==> src/rtl/light_sequence_monitor.sv <==
// Purpose : passive checker on the three intersection light codes; flags illegal
//           encodings, conflicting greens, bad sequencing, short yellow/all-red
//           and over-long red, with a sticky first-fault code and a violation count.
// Latency : 1 cycle from sample to viol/fault/fault_code/viol_count.
// Backpressure: none; samples every cycle and never stalls the controller.
// Ports   : Clock, Reset (sync, active-high); L1/L2/L3 2-bit light codes
//           (01 GREEN, 10 YELLOW, 11 RED, 00 illegal); viol one-cycle pulse per
//           violating sample; fault sticky flag; fault_code lowest code of the
//           first violating sample; viol_count saturating count of violating samples.
module light_sequence_monitor #(
    parameter int YELLOW_MIN = 3,
    parameter int ALLRED_MIN = 1,
    parameter int MAX_RED    = 200
) (
    input  logic       Clock,
    input  logic       Reset,
    input  logic [1:0] L1,
    input  logic [1:0] L2,
    input  logic [1:0] L3,
    output logic       viol,
    output logic       fault,
    output logic [2:0] fault_code,
    output logic [7:0] viol_count
);

    localparam logic [1:0] C_ILL = 2'b00;
    localparam logic [1:0] C_G   = 2'b01;
    localparam logic [1:0] C_Y   = 2'b10;
    localparam logic [1:0] C_R   = 2'b11;

    localparam logic [7:0] YEL_MIN  = 8'(YELLOW_MIN);
    localparam logic [7:0] AR_MIN   = 8'(ALLRED_MIN);
    localparam logic [7:0] RED_MAX  = 8'(MAX_RED);
    localparam logic [7:0] SAT      = 8'hFF;

    // Index 0 is L1 (NB 4th Ave), 1 is L2 (EB Harrison), 2 is L3 (WB Harrison).
    logic [2:0][1:0] cur;
    logic [2:0][1:0] prev_q;
    logic [2:0][7:0] run_q;
    logic [2:0][7:0] run_d;
    logic            prev_valid_q;
    logic [7:0]      allred_q;
    logic [7:0]      allred_d;
    logic [7:1]      hit;
    logic            any_hit;
    logic [2:0]      first_code;

    assign cur = {L3, L2, L1};

    function automatic logic legal_step(input logic [1:0] p, input logic [1:0] c);
        return ((p == C_G) && (c == C_Y)) ||
               ((p == C_Y) && (c == C_R)) ||
               ((p == C_R) && (c == C_G));
    endfunction

    always_comb begin
        hit        = '0;
        run_d      = '0;
        allred_d   = '0;
        first_code = 3'd0;

        for (int i = 0; i < 3; i++) begin
            // Run counters restart at 1 on a colour change or on the first
            // sample after reset, otherwise count up and stick at 255.
            if (prev_valid_q && (cur[i] == prev_q[i]))
                run_d[i] = (run_q[i] == SAT) ? SAT : run_q[i] + 8'd1;
            else
                run_d[i] = 8'd1;

            if (cur[i] == C_ILL)
                hit[1] = 1'b1;

            if (prev_valid_q) begin
                if ((cur[i] != prev_q[i]) && !legal_step(prev_q[i], cur[i]))
                    hit[3] = 1'b1;
                // run_q still holds the length of the yellow run just ending.
                if ((prev_q[i] == C_Y) && (cur[i] == C_R) && (run_q[i] < YEL_MIN))
                    hit[4] = 1'b1;
                // allred_q reflects the previous sample, i.e. the clearance
                // interval that preceded this green.
                if ((prev_q[i] == C_R) && (cur[i] == C_G) && (allred_q < AR_MIN))
                    hit[5] = 1'b1;
                // Fires only on the step from MAX_RED to MAX_RED+1; a saturated
                // counter never equals MAX_RED again, so once per red run.
                if ((prev_q[i] == C_R) && (cur[i] == C_R) && (run_q[i] == RED_MAX))
                    hit[7] = 1'b1;
            end
        end

        hit[2] = (cur[0] != C_R) && ((cur[1] != C_R) || (cur[2] != C_R));
        hit[6] = (cur[1] != cur[2]);

        if ((cur[0] == C_R) && (cur[1] == C_R) && (cur[2] == C_R))
            allred_d = (allred_q == SAT) ? SAT : allred_q + 8'd1;

        // Lowest-numbered code wins when several coincide.
        for (int c = 7; c >= 1; c--) begin
            if (hit[c])
                first_code = 3'(c);
        end
    end

    assign any_hit = |hit;

    always_ff @(posedge Clock) begin
        if (Reset) begin
            prev_q       <= '0;
            prev_valid_q <= 1'b0;
            run_q        <= '0;
            allred_q     <= '0;
            viol         <= 1'b0;
            fault        <= 1'b0;
            fault_code   <= 3'd0;
            viol_count   <= 8'd0;
        end else begin
            prev_q       <= cur;
            prev_valid_q <= 1'b1;
            run_q        <= run_d;
            allred_q     <= allred_d;
            viol         <= any_hit;
            if (any_hit && !fault) begin
                fault      <= 1'b1;
                fault_code <= first_code;
            end
            if (any_hit && (viol_count != SAT))
                viol_count <= viol_count + 8'd1;
        end
    end

endmodule

==> config.mk <==
export PLATFORM = sky130hd
export DESIGN_NAME = light_sequence_monitor
export DESIGN_NICKNAME = d
export VERILOG_FILES = /design/src/rtl/light_sequence_monitor.sv
export SDC_FILE = /design/constraint.sdc
export NUM_CORES = 1
export LEC_CHECK = 0
export BUFFER_PORTS_ARGS = -buffer_cell sky130_fd_sc_hd__buf_2
export CAP_MARGIN = 20
export CORE_UTILIZATION = 35
export DETAILED_ROUTE_END_ITERATION = 6
export MAX_ROUTING_LAYER = met4
export SYNTH_ARGS = -nofsm -noshare
export SYNTH_HDL_FRONTEND = slang
export SYNTH_SLANG_ARGS = --single-unit
export TNS_END_PERCENT = 10
==> constraint.sdc <==
create_clock -name Clock -period 5.11 [get_ports Clock]
set_input_delay 1.022 -clock Clock [delete_from_list [all_inputs] [get_ports Clock]]
set_output_delay 1.022 -clock Clock [all_outputs]
set_load 0.005 [all_outputs]
### Word level (Yosys, flattened, before mapping)

Cells that the tools add are included.

| storage, ports and cells | value |
|---|---|
| output and inout bits | 13 |
| word-level logic and storage cells | 151 |
| bits in registers | 52 |

| cells by class | value |
|---|---|
| order comparisons | 4 |
| mux-type cells | 36 |
| reductions and logical operators | 51 |
| add/sub/neg operators | 5 |
| bitwise gates (word level) | 4 |
| equal/unequal tests | 36 |

Operator list:

| kind | number |
|---|---|
| $eq A8 B8 Y1 const B | 7 |
| $add A8 B1 Y8 const B | 5 |
| $logic_and A1 B1 Y1 | 32 |
| $mux W8 | 4 |
| $mux W3 | 10 |
| $eq A2 B2 Y1 const B | 12 |
| $lt A8 B2 Y1 const B | 3 |
| $mux W1 | 22 |
| $eq A2 B1 Y1 const B | 6 |
| $lt A8 B1 Y1 const B | 1 |
| $ne A2 B2 Y1 | 4 |
| $ne A8 B8 Y1 const B | 1 |
| $reduce_or A2 Y1 | 4 |
| $logic_or A1 B1 Y1 | 7 |
| $reduce_or A7 Y1 | 1 |
| $eq A2 B2 Y1 | 3 |
| $logic_not A2 Y1 | 3 |
| $ne A2 B2 Y1 const B | 3 |
| $logic_not A1 Y1 | 4 |
| $not A1 Y1 | 4 |

### Logic depth before layout (Yosys ltp)

Gate-level depths: netlist of run 1.

| logic depth | value |
|---|---|
| depth after elaboration | 17 |
| gate-level depth with buffers | 11 |
| depth with buffers taken out | 9 |

### Least setup slack after synthesis of run 1

No wires, ideal clock.

| timing | value |
|---|---|
| path type | input port to flip-flop |
| start point | input port L2[0] |
| end point | register viol_count[0] |
| data required time | 4.989 ns |
| path slack | 2.301 ns |
| stages | 9 |
| arrival | 2.689 ns |
| path through | clkbuf_1 > nor3_1 > a211oi_1 > a21oi_1 > a31o_2 > and3_1 > buf_6 > nor2b_1 > mux2_2 |

| on the way | value |
|---|---|
| cells in the longest elaborated chain, start to end | 12 |
| elaborated cells between the ends (all ways) | 36 |

RTL lines:

| item | RTL line | source |
|---|---|---|
| from (decl) | 18 | `input logic [1:0] L2,` |
| $eq A2 B2 Y1, on equally long branches | -- |  |
| $logic_and A1 B1 Y1, on equally long branches | 51, 52, 77 |  |
| $logic_or A1 B1 Y1 | 51 | `return ((p == C_G) && (c == C_Y)) \|\|` |
| $logic_or A1 B1 Y1 | 52 | `((p == C_Y) && (c == C_R)) \|\|` |
| $logic_not A1 Y1 | 74 | `if ((cur[i] != prev_q[i]) && !legal_step(prev_q[i], cur[i]))` |
| $logic_and A1 B1 Y1 | 74 |  |
| $mux W1 | 74 |  |
| $mux W3 | 73 | `if (prev_valid_q) begin` |
| $mux W1 | 74 |  |
| $mux W3 | 73 |  |
| $reduce_or A7 Y1 * | 103 | `assign any_hit = \|hit;` |
| $logic_and A1 B1 Y1 * | 125 | `if (any_hit && (viol_count != SAT))` |
| to (signal assigned) | 126 | `viol_count <= viol_count + 8'd1;` |
| to (decl) | 23 | `output logic [7:0] viol_count` |

Mark *: on every way between the ends. The rest lies on a longest branch, timed or not.
A chain may end at the register's enable or synchronous reset.

### Worst setup path after layout of run 1

| timing | value |
|---|---|
| start point | register run_q[0] (netlist name) |
| end point | register viol_count[0] |

| on the way | value |
|---|---|
| cells in the longest elaborated chain, start to end | 10 |
| elaborated cells between the ends (all ways) | 18 |

RTL lines:

| item | RTL line | source |
|---|---|---|
| from (decl) | 39 | `logic [2:0][7:0] run_q;` |
| from (signal assigned) | 118 | `run_q <= run_d;` |
| $lt A8 B2 Y1 / $eq A8 B8 Y1 (equally long branches) | 77, 85 |  |
| $logic_and A1 B1 Y1, on equally long branches | 77, 85 |  |
| $mux W1, on equally long branches | 77, 85 |  |
| $mux W3 / $mux W1 (equally long branches) | 73 |  |
| $mux W1, on equally long branches | 77, 85 |  |
| $mux W3 / $mux W1 (equally long branches) | 73 |  |
| $mux W1, on equally long branches | 77, 85 |  |
| $mux W3 / $mux W1 (equally long branches) | 73 |  |
| $reduce_or A7 Y1 * | 103 |  |
| $logic_and A1 B1 Y1 * | 125 |  |

Marks and branches as above.

==> results of run 1 <==
[report_power, final]
group	leakage (nW)	internal, W	switching (W)	total (W)
combinational	0.632	0.0000285	0.0000387	0.0000672
sequential	0.424	0.000416	0.0000127	0.000428
clock	0.0548	0.000148	0.000141	0.000289
total	1.11	0.000592	0.000192	0.000784
[worst max-delay path, stage by stage (launching register included)]
cell,delay [ns]
dfxtp_1,0.36
ha_1,0.25
or4_1,0.53
nor4_1,0.31
a211o_1,0.17
o21ai_1,0.08
and3_1,0.35
nor2b_1,0.28
mux2_2,0.36
[layout make-up]
type | count | share of cell area
clock inverters | 3 | 0.0157
multi-input cells | 238 | 0.509
well taps | 99 | 0.0419
repair buffers | 20 | 0.0339
clock buffers | 5 | 0.0233
inverters | 19 | 0.0241
flip-flops and latches | 52 | 0.352
[placed cells by master (no fill, tap or decap), types with 2 or more instances in the layout]
master | synthesis | layout
nand2_1 | 22 | 22
o21a_1 | 2 | 2
and4b_1 | 2 | 2
nor4_1 | 8 | 8
nand3_1 | 20 | 20
nor2b_1 | 14 | 14
buf_2 | 0 | 20
dfxtp_1 | 52 | 52
clkbuf_8 | 0 | 5
and3_1 | 7 | 7
a31oi_1 | 4 | 4
a41oi_1 | 3 | 3
nand4b_1 | 2 | 2
o41ai_1 | 2 | 2
nand4_1 | 8 | 8
o211ai_1 | 2 | 2
or3_1 | 5 | 5
nor2_1 | 23 | 23
xor2_1 | 11 | 11
or4b_1 | 3 | 3
or4_1 | 2 | 2
a211oi_1 | 5 | 5
o21ai_0 | 3 | 3
a21oi_1 | 33 | 33
nor3_1 | 15 | 15
nand2b_1 | 3 | 3
and4_1 | 2 | 2
ha_1 | 9 | 9
o221a_2 | 2 | 2
mux2i_1 | 3 | 3
inv_1 | 18 | 18
xnor2_1 | 12 | 12
[path summary, 6_finish.rpt]
kind / end / depth (start not counted) / start
worst max-delay path: viol_count[0]$_SDFFE_PP0P_ / 8 / run_q[0]$_SDFF_PP0_
worst min register to register: viol_count[1]$_SDFFE_PP0P_ / 2 / viol_count[1]$_SDFFE_PP0P_
worst min-delay path: viol_count[1]$_SDFFE_PP0P_ / 2 / viol_count[1]$_SDFFE_PP0P_
worst max register to register: viol_count[0]$_SDFFE_PP0P_ / 8 / run_q[0]$_SDFF_PP0_
[per-stage QoR]
step	power (W)	instances	hold slack, ns	utilization
floorplan	0.000484	320	0.470	-
global placement	0.000503	428	0.473	0.387
detailed placement	0.000504	428	0.485	0.387
CTS	0.000793	436	0.510	0.403
global route	0.000819	436	0.535	0.403
finish	0.000784	436	0.507	0.403
[state kept, by name (all words and copies together) (netlist names)]
name          flops
allred_q          8
prev_q            6
run_q            24
fault             1
prev_valid_q      1
viol_count        8
viol              1
fault_code        3
[per-layer routing]
metal | wire length [um] | vias to the layer above
li1 | - | 1183
met1 | 2810 | 1032
met2 | 2550 | 27
met3 | 173 | 2
met4 | 31 | 0
met5 | 0 | -
[logic make-up (layout without fill, tap and decap cells)]
family / after synthesis / after routing
AND/OR/NAND/NOR: 139 / 139
AO/OA/AOI/OAI: 63 / 63
flip-flops: 52 / 52
buffers and inverters: 30 / 47
XOR/XNOR: 23 / 23
adder cells (fa/ha/maj): 9 / 9
multiplexers: 4 / 4
==> impl_metrics.json, run 1 <==
{
  "yosysTopAreaCellShare": 0.389,
  "tritoncts": "yes",
  "final_cell_area_mm2": 0.00295,
  "max-clock-path-buffers": 2,
  "crit_path_start_kind": "register",
  "die_w_um": 89.4,
  "fillers": 750,
  "ir_drop_v": 0.000128,
  "rows": 31,
  "synthSimpleGateAreaFrac": 0.282,
  "first_iter_violations": 102,
  "crit_path_max_fanout": 19,
  "synth_common_cells": "dfxtp_1 (52), a21oi_1 (33), nor2_1 (23)",
  "avgSynthCellArea_um2": 8.36,
  "grt_overflow_total": 0,
  "place_area_mm2": 0.00284,
  "hold_buffers": 0,
  "syn_inst": 320,
  "ys_types": 46,
  "ant_nets": 0,
  "core_mm2": 0.00733,
  "start_util": 0.365,
  "synth-xor-area-share": 0.0753,
  "clkTransAtPathRegs_ns": 0.10,
  "wl_per_cell_um": 12.8,
  "p_per_area_mw_per_mm2": 265,
  "worst_hold_path_type": "reg -> reg",
  "worst_pin_slew_ns": 0.573,
  "grt_first_pass_wirelength_mm": 9.51,
  "met1_usage": 0.209,
  "use_met2": 0.241,
  "drive_above_1_share": 0.0950,
  "top_usage_layer": "met2",
  "synth-seq-cells": 52,
  "grt_max_degree": 23,
  "area_growth_pct": 10.4,
  "relSlewSlack": 0.618,
  "slew_viol_final": 0,
  "worstPathRequired_ns": 5.31,
  "via_count": 2244,
  "cts.sinks": 52,
  "drt-total-wl_mm": 5.56,
  "root_buffer": "clkbuf_8",
  "post_cts_buffers": 0,
  "synth.net_count": 337,
  "hpwlAfterDp_mm": 4.03,
  "synthMuxAreaShare": 0.0154,
  "synth_compound_area_frac": 0.147,
  "port_buffers": 20,
  "firstDrtPassIters": 4,
  "pin_count": 21,
  "async_flop_share": 0,
  "post_cts_resized": 0,
  "rsz0062_at_grt": "no",
  "gp_congestion": 0.783,
  "skew_ns": 0.00671,
  "drc": 0,
  "globalRouteMet3Util": 0.0351,
  "numCtsBuffers": 5,
  "yosys.area.top_type": "dfxtp_1",
  "synth_edf_count": 0,
  "fin_crit_ns": 2.79,
  "via_per_inst": 5.15,
  "r2r_slack_ns": 2.32,
  "dieHeight_um": 89.4,
  "layout.nets": 353,
  "finalHoldViolations": 0,
  "syn_area_mm2": 0.00268,
  "fmax_mhz": 358,
  "final.period_utilization": 0.546,
  "yosysWarnings": 0,
  "yosysSeqAreaShare": 0.389,
  "antenna_found_initial": 0,
  "fin_ws_ns": 2.32,
  "yosys.area_share.adder": 0.0421,
  "grt_pass1_vias": 2046,
  "setup_viol": 0,
  "yosysMostFrequentCell": "dfxtp_1",
  "ys_top_cells_by_area": "dfxtp_1 (39%), a21oi_1 (6.2%), ha_1 (4.2%), xnor2_1 (3.9%), nand3_1 (3.7%)",
  "multi_input_area_mm2": 0.00150,
  "synth_top_family_by_area": "simple AND/OR/NAND/NOR gates",
  "worst_setup_path_end_kind": "register",
  "fin_tns_setup_ns": 0,
  "n_antenna_cell": 0,
  "crit_type": "reg -> reg",
  "drv_cap": 0,
  "grt_usage": 0.156,
  "dieArea_mm2": 0.00800,
  "power.leakage_nw": 1.11,
  "pre_cts_slack_ns": 2.04,
  "crit_arrival_ns": 3.00,
  "clock_latency_ns": 0.30,
  "seqCellArea_mm2": 0.00104,
  "cts_htree_levels": 2,
  "outcome": "complete, no violations",
  "ys.flop_type": "dfxtp_1"
}
No activity file was read; power rests on OpenSTA's default activity.
==> run 2, diff against run 1 <==
Clock period 5.11 ns to 2.31 ns, I/O delays scaled along.
==> impl_metrics.json, run 2 (synthesis gave the netlist of run 1 again) <==
{
  "hpwlAfterDp_mm": 4.61,
  "final_common_cell": "dfxtp_1",
  "grt_usage": 0.176,
  "fin_tns_setup_ns": 0,
  "crit_path_start_kind": "register",
  "gp_congestion": 0.889,
  "root_buffer": "clkbuf_8",
  "wl_per_cell_um": 13.1,
  "min_from": "L2[0]",
  "slew_viol_final": 0,
  "drc": 0,
  "r2r_slack_ns": 0.07,
  "reg_top3": "run_q: 24 flops, allred_q: 8 flops, viol_count: 8 flops",
  "place_area_mm2": 0.00314,
  "holdWs_ns": 0.450,
  "grt_overflow_total": 0,
  "drv_cap": 0,
  "port_buffers": 20,
  "layout.nets": 397,
  "first_iter_violations": 71,
  "min_path_cells": 2,
  "area_growth_pct": 25.3,
  "drt-total-wl_mm": 6.28,
  "final_cell_area_mm2": 0.00335,
  "firstDrtPassIters": 4,
  "setup_viol": 0,
  "ir_drop_v": 0.000252,
  "reg2reg_to": "viol_count[0]$_SDFFE_PP0P_",
  "rr_startpoint": "run_q[0]$_SDFF_PP0_",
  "crit_type": "reg -> reg",
  "crit_family": "simple AND/OR/NAND/NOR gates",
  "final.period_utilization": 0.971,
  "worstPathRequired_ns": 2.52,
  "layout_common_cells": "dfxtp_1 (50), buf_4 (42), a21oi_1 (33)",
  "cpPeakStageDelay_ns": 0.49,
  "crit_path_cell_trace": "ha_4 > or4_4 > nor4_4 > a211o_1 > o21ai_2 > and3_4 > nor2b_2 > mux2_2",
  "utilization": 0.457,
  "crit_arrival_ns": 2.45,
  "grt_pass1_vias": 2400,
  "crit_buf_inv": 0,
  "r2r_cells": 8,
  "dieArea_mm2": 0.00800,
  "fin_ws_ns": 0.0678,
  "start_util": 0.365,
  "crit_path_top_delay_cell": "or4_4",
  "worst_setup_path_end_kind": "register",
  "worst_hold_path_type": "in -> reg",
  "largest-register": "run_q",
  "relSlewSlack": 0.699,
  "core_mm2": 0.00733,
  "numCtsBuffers": 5,
  "via_count": 2466,
  "clkTransAtPathRegs_ns": 0.09,
  "worst_pin_slew_ns": 0.451,
  "outcome": "complete, no violations",
  "ant_nets": 0,
  "largest_reg_flops": 24,
  "dieHeight_um": 89.4,
  "tritoncts": "yes",
  "via_per_inst": 5.15,
  "fillers": 699,
  "grt_first_pass_wirelength_mm": 10.5,
  "grt_max_degree": 23,
  "antenna_found_initial": 0,
  "power.leakage_nw": 1.35,
  "n_antenna_cell": 0,
  "rows": 31,
  "hold_end": "prev_q[2]$_SDFF_PP0_",
  "cts_htree_levels": 2,
  "crit_path_max_fanout": 6,
  "die_w_um": 89.4,
  "p_per_area_mw_per_mm2": 492,
  "hold_buffers": 0,
  "max-clock-path-buffers": 2,
  "fmax_mhz": 446,
  "skew_ns": 0.00574,
  "finalHoldViolations": 0,
  "fin_crit_ns": 2.24,
  "cts.sinks": 52,
  "drive_above_1_share": 0.234,
  "pin_count": 21,
  "pre_cts_slack_ns": -0.110,
  "clock_latency_ns": 0.31
}
run 2: cell count changes in the layout (fill, tap and decap cells not counted), moves of 2 or more:
cell     before  now
buf_4         0   42
nor4_1        8    4
nor4_4        0    3
dfxtp_1      52   50
dfxtp_2       0    2
or4b_1        3    1
or4b_4        0    2
run 2: worst register-to-register path: stages, from the launching register on:
cell and delay, ns:
dfxtp_2 0.35, ha_4 0.15, or4_4 0.49, nor4_4 0.21
a211o_1 0.17, o21ai_2 0.08, and3_4 0.21, nor2b_2 0.14
mux2_2 0.34
run 2: how the worst max path moves through the flow:
stage                              startpoint  cells past startpoint  slack [ns]                          to
after CTS                 run_q[0]$_SDFF_PP0_                      8        0.02  viol_count[0]$_SDFFE_PP0P_
after detailed placement  run_q[0]$_SDFF_PP0_                      8       -0.11  viol_count[0]$_SDFFE_PP0P_
after global placement    run_q[0]$_SDFF_PP0_                      8       -0.01  viol_count[5]$_SDFFE_PP0P_
final                     run_q[0]$_SDFF_PP0_                      8        0.07  viol_count[0]$_SDFFE_PP0P_
after floorplan           run_q[0]$_SDFF_PP0_                      9        0.05  viol_count[0]$_SDFFE_PP0P_
after global routing      run_q[0]$_SDFF_PP0_                      9       -0.02  fault_code[1]$_SDFFE_PP0P_
run 2: area by class of cell:
type                            instances  area [um^2]  share of cell area
Inverter                               19         71.3              0.0213
Sequential cell                        52         1040               0.311
Clock inverter                          1         5.00             0.00149
Tap cell                               99          124              0.0370
Multi-Input combinational cell        239         1610               0.480
Clock buffer                            6         72.6              0.0216
Timing Repair Buffer                   63          427               0.127
run 2: power breakdown:
group / switching [W] / total [W] / internal (W)
Combinational: 0.000109 / 0.000206 / 0.0000978
Clock: 0.000296 / 0.000503 / 0.000207
Sequential: 0.0000200 / 0.000939 / 0.000919
Total: 0.000425 / 0.00165 / 0.00122
run 2: metal layers:
metal,vias up,global-route usage,part of all wire
li1,1272,-,-
met1,1158,0.214,0.49
met2,26,0.285,0.47
met3,10,0.0416,0.027
met4,0,0.0620,0.014
met5,-,-,0
run 2: timing repair:
item,CTS,global route
pin swaps,0,8
cloned,0,1
gates resized for setup,5,15
buffers inserted,0,3
setup endpoints to repair,8,8
run 2: per-stage QoR:
stage	instances	total power [W]
floorplan	320	0.00107
global placement	468	0.00115
detailed placement	468	0.00115
CTS	475	0.00166
global route	479	0.00173
finish	479	0.00165
